===== src/rtl/bbc_slow_cycle_ctrl_if.sv =====
// Handshake and bus-enable bundle between the 65816 glue (master) and the
// BBC slow-cycle sequencer (slave).
interface bbc_slow_cycle_ctrl_if;
  logic req;
  logic req_rnw;
  logic err_clr;
  logic cpu_stall;
  logic bbc_cycle_en;
  logic bbc_wdata_oe;
  logic rdata_le;
  logic done;
  logic timeout;
  logic err;

  modport master (
    output req, req_rnw, err_clr,
    input  cpu_stall, bbc_cycle_en, bbc_wdata_oe, rdata_le, done, timeout, err
  );

  modport slave (
    input  req, req_rnw, err_clr,
    output cpu_stall, bbc_cycle_en, bbc_wdata_oe, rdata_le, done, timeout, err
  );
endinterface


===== src/rtl/bbc_slow_cycle_ctrl.sv =====
// BBC slow-cycle sequencer: while the 65816 runs from hsclk, this block stalls
// the CPU clock, waits for the start of a BBC phi1 and then drives one real
// bus cycle for a full phi0 period, with a watchdog that aborts the access if
// phi0 stops toggling.
module bbc_slow_cycle_ctrl #(
  parameter int SYNC_STAGES = 2,
  parameter int TIMEOUT_CYC = 128
) (
  input  logic                  hsclk,
  input  logic                  resetb,
  input  logic                  bbc_phi0,
  bbc_slow_cycle_ctrl_if.slave  bus
);

  localparam int TO_W = $clog2(TIMEOUT_CYC);

  localparam logic [2:0] ST_IDLE = 3'd0;
  localparam logic [2:0] ST_ARM  = 3'd1;
  localparam logic [2:0] ST_ADDR = 3'd2;
  localparam logic [2:0] ST_DATA = 3'd3;
  localparam logic [2:0] ST_DONE = 3'd4;

  logic [SYNC_STAGES-1:0] sync_q;
  logic                   phi0_s;
  logic                   phi0_d;
  logic                   fall;
  logic                   rise;

  logic [2:0]             state_q;
  logic [2:0]             state_n;
  logic                   rnw_q;
  logic [TO_W-1:0]        count_q;
  logic                   at_limit;
  logic                   to_hit;
  logic                   timeout_q;
  logic                   err_q;

  logic                   active;
  logic                   in_addr;
  logic                   in_data;
  logic                   in_done;

  assign phi0_s   = sync_q[SYNC_STAGES-1];
  assign fall     = phi0_d & ~phi0_s;
  assign rise     = ~phi0_d & phi0_s;
  assign at_limit = (count_q == TO_W'(TIMEOUT_CYC - 1));

  assign in_addr  = (state_q == ST_ADDR);
  assign in_data  = (state_q == ST_DATA);
  assign in_done  = (state_q == ST_DONE);
  assign active   = (state_q == ST_ARM) | in_addr | in_data;

  // Bring the asynchronous phi0 into hsclk and keep one extra sample for edge detection
  always_ff @(posedge hsclk) begin
    if (!resetb) begin
      sync_q <= '0;
      phi0_d <= 1'b0;
    end else begin
      sync_q <= {sync_q[SYNC_STAGES-2:0], bbc_phi0};
      phi0_d <= phi0_s;
    end
  end

  // Next-state decode: follow phi0 edges through one bus cycle, bail out to DONE when the watchdog expires
  always_comb begin
    state_n = state_q;
    to_hit  = 1'b0;
    case (state_q)
      ST_IDLE: begin
        if (bus.req) state_n = ST_ARM;
      end
      ST_ARM: begin
        if (fall) begin
          state_n = ST_ADDR;
        end else if (at_limit) begin
          state_n = ST_DONE;
          to_hit  = 1'b1;
        end
      end
      ST_ADDR: begin
        if (rise) begin
          state_n = ST_DATA;
        end else if (at_limit) begin
          state_n = ST_DONE;
          to_hit  = 1'b1;
        end
      end
      ST_DATA: begin
        if (fall) begin
          state_n = ST_DONE;
        end else if (at_limit) begin
          state_n = ST_DONE;
          to_hit  = 1'b1;
        end
      end
      ST_DONE: begin
        state_n = ST_IDLE;
      end
      default: begin
        state_n = ST_IDLE;
      end
    endcase
  end

  // Registered state, captured direction, saturating watchdog and sticky error flag
  always_ff @(posedge hsclk) begin
    if (!resetb) begin
      state_q   <= ST_IDLE;
      rnw_q     <= 1'b0;
      count_q   <= '0;
      timeout_q <= 1'b0;
      err_q     <= 1'b0;
    end else begin
      state_q   <= state_n;
      timeout_q <= to_hit;
      if (to_hit) begin
        err_q <= 1'b1;
      end else if (bus.err_clr) begin
        err_q <= 1'b0;
      end
      if (state_q == ST_IDLE) begin
        if (bus.req) begin
          rnw_q   <= bus.req_rnw;
          count_q <= '0;
        end
      end else if (active && !at_limit) begin
        count_q <= count_q + TO_W'(1);
      end
    end
  end

  assign bus.cpu_stall    = active;
  assign bus.bbc_cycle_en = in_addr | in_data;
  assign bus.bbc_wdata_oe = in_data & ~rnw_q;
  assign bus.rdata_le     = in_data & rnw_q;
  assign bus.done         = in_done;
  assign bus.timeout      = in_done & timeout_q;
  assign bus.err          = err_q;

endmodule


===== src/flat_wrapper.sv =====
// flat-port wrapper written by rule: the top's interface ports become plain ports
module bbc_slow_cycle_ctrl_flat 
#(
  parameter int SYNC_STAGES = 2,
  parameter int TIMEOUT_CYC = 128
)
  (hsclk, resetb, bbc_phi0, bus_req, bus_req_rnw, bus_err_clr, bus_cpu_stall, bus_bbc_cycle_en, bus_bbc_wdata_oe, bus_rdata_le, bus_done, bus_timeout, bus_err);
  bbc_slow_cycle_ctrl_if bus_i ();
  input  logic hsclk;
  input  logic resetb;
  input  logic bbc_phi0;
  input wire logic [$bits(bus_i.req)-1:0] bus_req;
  input wire logic [$bits(bus_i.req_rnw)-1:0] bus_req_rnw;
  input wire logic [$bits(bus_i.err_clr)-1:0] bus_err_clr;
  output wire logic [$bits(bus_i.cpu_stall)-1:0] bus_cpu_stall;
  output wire logic [$bits(bus_i.bbc_cycle_en)-1:0] bus_bbc_cycle_en;
  output wire logic [$bits(bus_i.bbc_wdata_oe)-1:0] bus_bbc_wdata_oe;
  output wire logic [$bits(bus_i.rdata_le)-1:0] bus_rdata_le;
  output wire logic [$bits(bus_i.done)-1:0] bus_done;
  output wire logic [$bits(bus_i.timeout)-1:0] bus_timeout;
  output wire logic [$bits(bus_i.err)-1:0] bus_err;
  assign bus_i.req = bus_req;
  assign bus_i.req_rnw = bus_req_rnw;
  assign bus_i.err_clr = bus_err_clr;
  assign bus_cpu_stall = bus_i.cpu_stall;
  assign bus_bbc_cycle_en = bus_i.bbc_cycle_en;
  assign bus_bbc_wdata_oe = bus_i.bbc_wdata_oe;
  assign bus_rdata_le = bus_i.rdata_le;
  assign bus_done = bus_i.done;
  assign bus_timeout = bus_i.timeout;
  assign bus_err = bus_i.err;
  bbc_slow_cycle_ctrl #(.SYNC_STAGES(SYNC_STAGES), .TIMEOUT_CYC(TIMEOUT_CYC)) u_core (.hsclk(hsclk), .resetb(resetb), .bbc_phi0(bbc_phi0), .bus(bus_i));
endmodule

===== config.mk =====
export PLATFORM = sky130hd
export DESIGN_NAME = bbc_slow_cycle_ctrl_flat
export DESIGN_NICKNAME = d
export VERILOG_FILES = /design/src/rtl/bbc_slow_cycle_ctrl_if.sv /design/src/rtl/bbc_slow_cycle_ctrl.sv /design/src/flat_wrapper.sv
export SDC_FILE = /design/constraint.sdc
export NUM_CORES = 1
export LEC_CHECK = 0
export ABC_AREA = 1
export CAP_MARGIN = 20
export CORE_MARGIN = 4
export CORE_UTILIZATION = 58
export DETAILED_ROUTE_END_ITERATION = 16
export DONT_BUFFER_PORTS = 1
export PLACE_DENSITY = 0.8
export SLEW_MARGIN = 20
export SYNTH_ARGS = -nofsm -noshare
export SYNTH_HDL_FRONTEND = slang
export SYNTH_SLANG_ARGS = --single-unit

===== constraint.sdc =====
create_clock -name hsclk -period 1.7 [get_ports hsclk]
set_clock_uncertainty 0.1 [all_clocks]
set_input_delay 0.34 -clock hsclk [delete_from_list [all_inputs] [get_ports hsclk]]
set_output_delay 0.34 -clock hsclk [all_outputs]
set_load 0.02 [all_outputs]

==> results.json, run 1 <==
{
  "outcome": "finished, final reports clean",
  "cpLargestDelayFamily": "flip-flops",
  "p_seq_share_pct": 58.5,
  "holdCritStartpoint": "resetb",
  "cts_tree": "built",
  "ios": 13,
  "crit_chain": "nand3_1 -> nand2_1",
  "slew_viol_final": 0,
  "synthCells": 109,
  "power_frac_comb_pct": 12.1,
  "r2r_setup_slack_ns": 0.16,
  "p_int_mw": 0.491,
  "place_area_um2": 817,
  "dieArea_um2": 2000,
  "cts_hold_buf": 0,
  "port_buffers": 0,
  "stdcell_count": 128,
  "worstMarginPinSlew_ns": 0.316,
  "cap_viol_max_count": 0,
  "power_frac_clock_pct": 29.4,
  "fin_nets": 123,
  "num_rows": 12,
  "cts-buffers-inserted": 3,
  "area_growth_pct": 10.7,
  "via_per_inst": 5.32,
  "grt_max_degree": 9,
  "antenna_found_initial": 0,
  "initial_core_util_pct": 66.1,
  "synthesis.area_um2": 785,
  "post-cts-setup-buffers": 0,
  "hold_path.class": "in -> reg",
  "fp.coreArea_um2": 1190,
  "clk_pin_slew_ns": 0.09,
  "timing.rr.end": "u_core.count_q[5]$_SDFFE_PN0P_",
  "hpwl_um": 1130,
  "stdcell_area_um2": 868,
  "timing.fmax_ghz": 0.607,
  "min_period_over_period_pct": 96.9,
  "final_cell_mix": "nand2_1, inv_1, dfxtp_1, nand3_1, nor2_1",
  "dr.first_iter.drc_count": 11,
  "ant_nets": 0,
  "cts_max_path_buffers": 2,
  "post-place-ws_ns": 0.129,
  "die_h_um": 44.8,
  "met3_length_um": 85,
  "met1_length_um": 723,
  "grt.total_usage_pct": 17.2,
  "min_path_cells": 2,
  "start_kind": "flip-flop",
  "r2r_cells": 10,
  "synth-main-ff-cell": "dfxtp_1",
  "grt_pass1_vias": 638,
  "vias": 681,
  "fill_cells": 89,
  "rsz0062_at_grt": "false",
  "diodes": 0,
  "wl_met2_um": 650,
  "synth_edf_count": 0,
  "critPathMaxStageDelay_ns": 0.52,
  "syn_nets": 116,
  "crit_required_ns": 1.26,
  "htreeDepth": 1,
  "dp_cells": 125,
  "drc": 0,
  "clockRootBuffer": "clkbuf_4",
  "ys_types": 20,
  "layout_commonest_cell": "nand2_1",
  "ys_seq_elements": 16,
  "cp-end-kind": "output port",
  "worstPathArrival_ns": 1.21,
  "syn_area_per_cell_um2": 7.20,
  "irDropWorstVdd_uv": 585,
  "cp_slowest_cell": "dfxtp_1",
  "power.switching_mw": 0.177,
  "setup_violations": 0,
  "multi_input_area_um2": 410,
  "grt_pass1_wl_um": 2570,
  "hold_ws_ns": 0.0387,
  "final-hold-violation-count": 0,
  "yosysWarnings": 0,
  "drt-wirelength-per-cell_um": 11.7,
  "hold_end": "u_core.sync_q[1]$_SDFF_PN0_",
  "setup_slack_ns": 0.0535,
  "insertion_delay_ns": 0.29,
  "path_max_fanout": 7,
  "drive_gt1_share_pct": 19.3,
  "tns_ns": 0,
  "gp_congestion": 0.796,
  "yosysSeqAreaShare_pct": 40.8,
  "path_class": "reg -> out",
  "ff_latch_area_um2": 329,
  "first_pass_iters": 4,
  "routed_wl_um": 1500,
  "period_minus_slack_ns": 1.65,
  "die_w_um": 44.8,
  "gr-total-overflow": 0,
  "worst-path-buf-inv": 0,
  "switching_share_pct": 26.5,
  "powerDensity_nw_per_um2": 768,
  "max-slew-margin-rel_pct": 78.9,
  "r2r-start": "u_core.count_q[1]$_SDFFE_PN0P_",
  "dr.max_layer_used": "met4",
  "cp_num_cells": 2,
  "clkSinkCount": 16,
  "p_leak_nw": 0.388,
  "async_flop_share_pct": 0
}
-- cells in the mapped netlist, types with 2 or more instances --
library cell / n / area, um^2
nand2_2: 2 / 12.5
nand2_4: 2 / 22.5
o21ai_0: 4 / 20.0
inv_1: 18 / 67.6
nand3_1: 12 / 60.1
nor2_4: 2 / 22.5
nand2_1: 20 / 75.1
dfxtp_1: 16 / 320
nor2_1: 13 / 48.8
a21oi_1: 9 / 45.0
a31oi_1: 2 / 12.5
-- power groups by stage --
stage / clock [mW] / sequential (mW) / combinational (mW)
after floorplan: 0 / 0.398 / 0.0648
after global placement: 0 / 0.399 / 0.0743
after detailed placement: 0 / 0.400 / 0.0757
after CTS: 0.200 / 0.392 / 0.0772
after global routing: 0.215 / 0.392 / 0.0911
final: 0.196 / 0.390 / 0.0807
-- metal layers --
metal / track usage, % / vias up
li1: - / 358
met5: 0 / -
met2: 26.1 / 14
met4: 8.77 / 0
met1: 23.4 / 304
met3: 2.79 / 5
-- registers in the layout, indices dropped and copies added, names as in the netlist --
name / count
u_core.sync_q: 2
u_core.timeout_q: 1
u_core.phi0_d: 1
u_core.count_q: 7
u_core.bus.err: 1
u_core.rnw_q: 1
u_core.state_q: 3
-- cell type report --
type,instances,share of cell area [%]
timing repair buffer,2,1.73
tap,14,2.02
multi-input combinational,74,47.3
sequential,16,37.9
clock buffer,3,2.59
inverter,19,8.50
-- cell families after synthesis --
logic type      Yosys count  share of synthesized area (%)
compound gates           16                           10.8
fa+ha+maj                 1                           1.59
buf+inv                  19                           9.41
flops                    16                           40.8
simple gates             57                           37.3
-- repair_timing --
action,4_1_cts,5_1_grt
cloned,0,0
setup endpoints to repair,4,5
pin swaps,0,3
gates resized for setup,4,8
-- worst max path at each step --
stage | to | startpoint
after CTS | bus_rdata_le | u_core.state_q[0]$_SDFFE_PN0P_
after global routing | bus_rdata_le | u_core.state_q[0]$_SDFFE_PN0P_
after global placement | u_core.count_q[5]$_SDFFE_PN0P_ | u_core.count_q[0]$_SDFFE_PN0P_
after detailed placement | u_core.count_q[5]$_SDFFE_PN0P_ | u_core.count_q[0]$_SDFFE_PN0P_
final | bus_bbc_cycle_en | u_core.state_q[1]$_SDFFE_PN0P_
after floorplan | bus_bbc_wdata_oe | u_core.state_q[0]$_SDFFE_PN0P_
-- per-stage QoR --
step | utilization (%) | power [mW]
2_1_floorplan | - | 0.463
3_3_place_gp | 68.9 | 0.473
3_5_place_dp | 68.9 | 0.476
4_1_cts | 71.4 | 0.669
5_1_grt | 73.2 | 0.698
6_report | 73.2 | 0.667
Power figures use the tool's default switching activity.
==> run 2: changes to the inputs <==
--- a/config.mk
+++ b/config.mk
@@ -5,13 +5,13 @@
 export SDC_FILE = /design/constraint.sdc
 export NUM_CORES = 1
 export LEC_CHECK = 0
-export ABC_AREA = 1
+export ABC_AREA = 0
 export CAP_MARGIN = 20
 export CORE_MARGIN = 4
-export CORE_UTILIZATION = 58
+export CORE_UTILIZATION = 59
 export DETAILED_ROUTE_END_ITERATION = 16
 export DONT_BUFFER_PORTS = 1
-export PLACE_DENSITY = 0.8
+export PLACE_DENSITY = 0.81
 export SLEW_MARGIN = 20
 export SYNTH_ARGS = -nofsm -noshare
 export SYNTH_HDL_FRONTEND = slang
==> results.json, run 2 <==
{
  "outcome": "finished, final reports clean",
  "initial_core_util_pct": 62.6,
  "dp_cells": 112,
  "min_path_cells": 1,
  "synthCells": 93,
  "port_buffers": 0,
  "cts_hold_buf": 0,
  "power_frac_comb_pct": 13.8,
  "yosys-top-cells-count": "dfxtp_1, nor2_1, nand3_1",
  "worst-path-buf-inv": 1,
  "r2r-start": "u_core.count_q[0]$_SDFFE_PN0P_",
  "dr.first_iter.drc_count": 35,
  "synthesis.area_um2": 815,
  "timing.rr.end": "u_core.count_q[2]$_SDFFE_PN0P_",
  "yosysWarnings": 0,
  "cap_viol_max_count": 0,
  "holdCritStartpoint": "resetb",
  "ff_latch_area_um2": 330,
  "critPathMaxStageDelay_ns": 0.40,
  "drc": 0,
  "syn_nets": 100,
  "grt_pass1_wl_um": 3260,
  "max_flop_register": "u_core.count_q",
  "ys_seq_elements": 16,
  "clockRootBuffer": "clkbuf_4",
  "synthTopCellsByArea": "dfxtp_1, nor2_1, mux2i_1",
  "hpwl_um": 1360,
  "p_seq_share_pct": 57.5,
  "crit_chain": "inv_1 -> nor2_1 -> and3_1",
  "fill_cells": 103,
  "p_leak_nw": 0.360,
  "max-slew-margin-rel_pct": 78.2,
  "fin_nets": 109,
  "gp_congestion": 0.893,
  "hold_path.class": "in -> reg",
  "ys_types": 40,
  "period_minus_slack_ns": 1.65,
  "cpLargestDelayFamily": "simple AND/OR/NAND/NOR gates",
  "htreeDepth": 1,
  "worstPathArrival_ns": 1.21,
  "clkSinkCount": 16,
  "cts-buffers-inserted": 3,
  "vias": 751,
  "synth_top_area_share_pct": 39.3,
  "power.switching_mw": 0.180,
  "cts_tree": "built",
  "min_period_over_period_pct": 96.9,
  "path_class": "reg -> out",
  "yosysSeqAreaShare_pct": 39.3,
  "hold_end": "u_core.sync_q[0]$_SDFF_PN0_",
  "via_per_inst": 6.53,
  "antenna_found_initial": 0,
  "slew_viol_final": 0,
  "clk_pin_slew_ns": 0.09,
  "powerDensity_nw_per_um2": 721,
  "layout_commonest_cell": "dfxtp_1",
  "async_flop_share_pct": 0,
  "syn_area_per_cell_um2": 8.76,
  "place_area_um2": 875,
  "largest_registers": "u_core.count_q: 7 flops, u_core.state_q: 3 flops, u_core.sync_q: 2 flops",
  "area_growth_pct": 16.9,
  "first_pass_iters": 4,
  "p_int_mw": 0.506,
  "start_kind": "flip-flop",
  "netlist.top_cell.by_area": "dfxtp_1",
  "final_util_pct": 73.2,
  "path_max_fanout": 6,
  "gr-total-overflow": 0,
  "routed_wl_um": 2180,
  "cts_max_path_buffers": 2,
  "final_cell_mix": "dfxtp_1, nor2_1, buf_4, nand3_1",
  "drt-wirelength-per-cell_um": 18.9,
  "synth_edf_count": 0,
  "power_frac_clock_pct": 28.7,
  "stdcell_area_um2": 952,
  "multi_input_area_um2": 502,
  "largest_reg_flops": 7,
  "die_h_um": 45.2,
  "ios": 13,
  "cp-end-kind": "output port",
  "tns_ns": 0,
  "synth-main-ff-cell": "dfxtp_1",
  "stdcell_count": 115,
  "r2r_cells": 5,
  "dieArea_um2": 2040,
  "num_rows": 13,
  "synth.most_common_cell": "dfxtp_1",
  "crit_required_ns": 1.26,
  "grt.total_usage_pct": 22.5,
  "cp_slowest_cell": "dfxtp_4",
  "r2r_setup_slack_ns": 0.06,
  "post-cts-setup-buffers": 0,
  "switching_share_pct": 26.3,
  "fp.coreArea_um2": 1300,
  "grt_max_degree": 13,
  "grt_pass1_vias": 701,
  "worstMarginPinSlew_ns": 0.328,
  "setup_violations": 0,
  "diodes": 0,
  "timing.fmax_ghz": 0.607,
  "final-hold-violation-count": 0,
  "irDropWorstVdd_uv": 547,
  "die_w_um": 45.2,
  "ant_nets": 0,
  "insertion_delay_ns": 0.28,
  "total_power_mw": 0.686,
  "drive_gt1_share_pct": 28.0
}
[run 2: worst max-delay path by stage]
stage	depth (start not counted)	end	from	slack [ns]
6_report	3	bus_rdata_le	u_core.state_q[1]$_SDFFE_PN0P_	0.05
5_1_grt	5	u_core.count_q[2]$_SDFFE_PN0P_	u_core.count_q[0]$_SDFFE_PN0P_	-0.04
4_1_cts	5	u_core.bus.err$_SDFFE_PN0P_	u_core.count_q[1]$_SDFFE_PN0P_	0.003
3_5_place_dp	5	u_core.count_q[2]$_SDFFE_PN0P_	u_core.count_q[1]$_SDFFE_PN0P_	0.02
3_3_place_gp	5	u_core.bus.err$_SDFFE_PN0P_	u_core.count_q[1]$_SDFFE_PN0P_	0.06
2_1_floorplan	3	bus_bbc_wdata_oe	u_core.state_q[0]$_SDFFE_PN0P_	0.002
[run 2: timing repair]
item,4_1_cts,5_1_grt
gates resized for setup,3,12
pin swaps,0,2
setup endpoints to repair,2,9
[run 2: power by group through the flow]
stage	registers (mW)	logic, mW	clock network [mW]
after floorplan	0.400	0.0659	0
after global placement	0.402	0.0824	0
after detailed placement	0.403	0.0846	0
after CTS	0.395	0.0865	0.195
after global routing	0.397	0.103	0.214
final	0.395	0.0947	0.197
[run 2: metrics by stage]
stage	hold slack (ns)	worst slack, ns
2_1_floorplan	0.312	0.00227
5_1_grt	0.0798	-0.0365
3_3_place_gp	0.315	0.0640
4_1_cts	0.0769	0.00308
6_report	0.0779	0.0528
3_5_place_dp	0.328	0.0203
[run 2: metal layers]
metal / vias to the layer above / part of all wire (%) / track usage (%)
met5: - / 0 / 0
met4: 0 / 1.6 / 11.1
met3: 6 / 7.2 / 5.18
met2: 45 / 48 / 33.9
met1: 348 / 43 / 29.8
li1: 352 / - / -
[run 2: cell families after synthesis]
group	Yosys count	synth area share [%]
fa+ha+maj	1	1.54
buf+inv	8	5.37
xor+xnor	1	1.08
simple gates	44	31.6
compound gates	20	17.4
mux	3	3.69
flops	16	39.3
[run 2: layout make-up]
cell class	instances	area share, %
flip-flops and latches	16	34.7
well taps	15	1.97
multi-input cells	69	52.7
clock buffers	3	2.37
repair buffers	9	7.10
inverters	3	1.18
==> run 3: changes to the inputs <==
--- a/config.mk
+++ b/config.mk
@@ -11,7 +11,8 @@
 export CORE_UTILIZATION = 59
 export DETAILED_ROUTE_END_ITERATION = 16
 export DONT_BUFFER_PORTS = 1
-export PLACE_DENSITY = 0.81
+export MAX_ROUTING_LAYER = met4
+export PLACE_DENSITY_LB_ADDON = 0.1
 export SLEW_MARGIN = 20
 export SYNTH_ARGS = -nofsm -noshare
 export SYNTH_HDL_FRONTEND = slang
==> results.json, run 3 (synthesized netlist as in run 2, its figures left out) <==
{
  "dr.first_iter.drc_count": 37,
  "power.switching_mw": 0.194,
  "setup_slack_ns": 0.0399,
  "worstPathArrival_ns": 1.22,
  "routed_wl_um": 1970,
  "final_util_pct": 77.5,
  "power_frac_comb_pct": 13.7,
  "port_buffers": 0,
  "hpwl_um": 1270,
  "p_int_mw": 0.560,
  "total_power_mw": 0.754,
  "path_class": "reg -> out",
  "crit_end": "bus_timeout",
  "clkSinkCount": 16,
  "multi_input_area_um2": 519,
  "power_frac_clock_pct": 33.9,
  "max_flop_register": "u_core.count_q",
  "die_h_um": 45.2,
  "rsz0062_at_grt": "true",
  "outcome": "finished, final reports clean",
  "r2r_cells": 5,
  "r2r-start": "u_core.count_q[1]$_SDFFE_PN0P_",
  "insertion_delay_ns": 0.29,
  "diodes": 0,
  "startpoint": "u_core.state_q[0]$_SDFFE_PN0P_",
  "area_growth_pct": 23.8,
  "dp_cells": 113,
  "slew_viol_final": 0,
  "via_per_inst": 6.24,
  "worstMarginPinSlew_ns": 0.355,
  "ant_nets": 0,
  "gr-total-overflow": 0,
  "clockRootBuffer": "clkbuf_4",
  "start_kind": "flip-flop",
  "irDropWorstVdd_uv": 434,
  "htreeDepth": 1,
  "crit_required_ns": 1.26,
  "largest_reg_flops": 7,
  "stdcell_count": 119,
  "ios": 13,
  "hold_path.class": "in -> reg",
  "grt_pass1_wl_um": 3140,
  "clk_pin_slew_ns": 0.10,
  "period_minus_slack_ns": 1.66,
  "timing.rr.end": "u_core.state_q[2]$_SDFFE_PN0P_",
  "dieArea_um2": 2040,
  "die_w_um": 45.2,
  "path_max_fanout": 5,
  "switching_share_pct": 25.7,
  "final-hold-violation-count": 0,
  "initial_core_util_pct": 62.6,
  "drc": 0,
  "cts_hold_buf": 0,
  "hold_ws_ns": 0.0669,
  "grt_pass1_vias": 708,
  "largest_registers": "u_core.count_q: 7 flops, u_core.state_q: 3 flops, u_core.sync_q: 2 flops",
  "fp.coreArea_um2": 1300,
  "gp_congestion": 0.812,
  "cts_tree": "built",
  "grt.total_usage_pct": 21.5,
  "min_period_over_period_pct": 97.7,
  "setup_violations": 0,
  "vias": 742,
  "p_leak_nw": 0.379,
  "cp-end-kind": "output port",
  "antenna_found_initial": 0,
  "max-slew-margin-rel_pct": 76.1,
  "place_area_um2": 882,
  "post-place-ws_ns": -0.0185,
  "drive_gt1_share_pct": 34.6,
  "first_pass_iters": 4,
  "cts-buffers-inserted": 3,
  "stdcell_area_um2": 1010,
  "fin_nets": 112,
  "timing.fmax_ghz": 0.602,
  "fill_cells": 101,
  "cap_viol_max_count": 0,
  "final_cell_mix": "dfxtp_1, buf_4, nor2_1, nand3_1",
  "num_rows": 13,
  "p_seq_share_pct": 52.4,
  "powerDensity_nw_per_um2": 748,
  "r2r_setup_slack_ns": 0.10,
  "tns_ns": 0,
  "grt_max_degree": 13,
  "layout_commonest_cell": "dfxtp_1",
  "drt-wirelength-per-cell_um": 16.6,
  "cts_max_path_buffers": 2,
  "ff_latch_area_um2": 329
}
run 3: repair_timing:
action	4_1_cts	5_1_grt
setup buffers	0	2
gates resized for setup	9	12
pin swaps	1	1
setup endpoints to repair	5	10
run 3: power by group through the flow:
stage	Sequential, mW	Clock [mW]	Combinational, mW
global route	0.397	0.278	0.114
floorplan	0.400	0	0.0659
finish	0.395	0.256	0.103
CTS	0.395	0.256	0.0869
global placement	0.403	0	0.0826
detailed placement	0.404	0	0.0834
run 3: worst max-delay path: stages (launching register included):
cell and delay, ns:
dfxtp_4 0.38, nor2_1 0.25, and3_2 0.30
run 3: cell type report:
cell class	instances	share of cell area [%]
multi-input cells	69	51.5
flip-flops and latches	16	32.6
repair buffers	12	9.31
clock buffers	4	3.60
well taps	15	1.86
inverters	3	1.12
run 3: worst min-delay path by stage:
stage                                 from                          end  slack, ns  cells past startpoint
4_1_cts                             resetb  u_core.sync_q[0]$_SDFF_PN0_       0.07                      1
3_5_place_dp   u_core.sync_q[0]$_SDFF_PN0_  u_core.sync_q[1]$_SDFF_PN0_       0.33                      1
5_1_grt                             resetb  u_core.sync_q[1]$_SDFF_PN0_       0.06                      1
3_3_place_gp   u_core.sync_q[0]$_SDFF_PN0_  u_core.sync_q[1]$_SDFF_PN0_       0.31                      1
2_1_floorplan  u_core.sync_q[0]$_SDFF_PN0_  u_core.sync_q[1]$_SDFF_PN0_       0.31                      1
6_report                            resetb  u_core.sync_q[1]$_SDFF_PN0_       0.07                      1
run 3: per-layer routing:
metal  track usage [%]  up-vias  wire length (um)
met5                 -        -                 0
met1              26.7      354               886
met2              33.1       23               953
met4              9.36        0                30
met3              5.18        5               100
li1                  -      360                 -
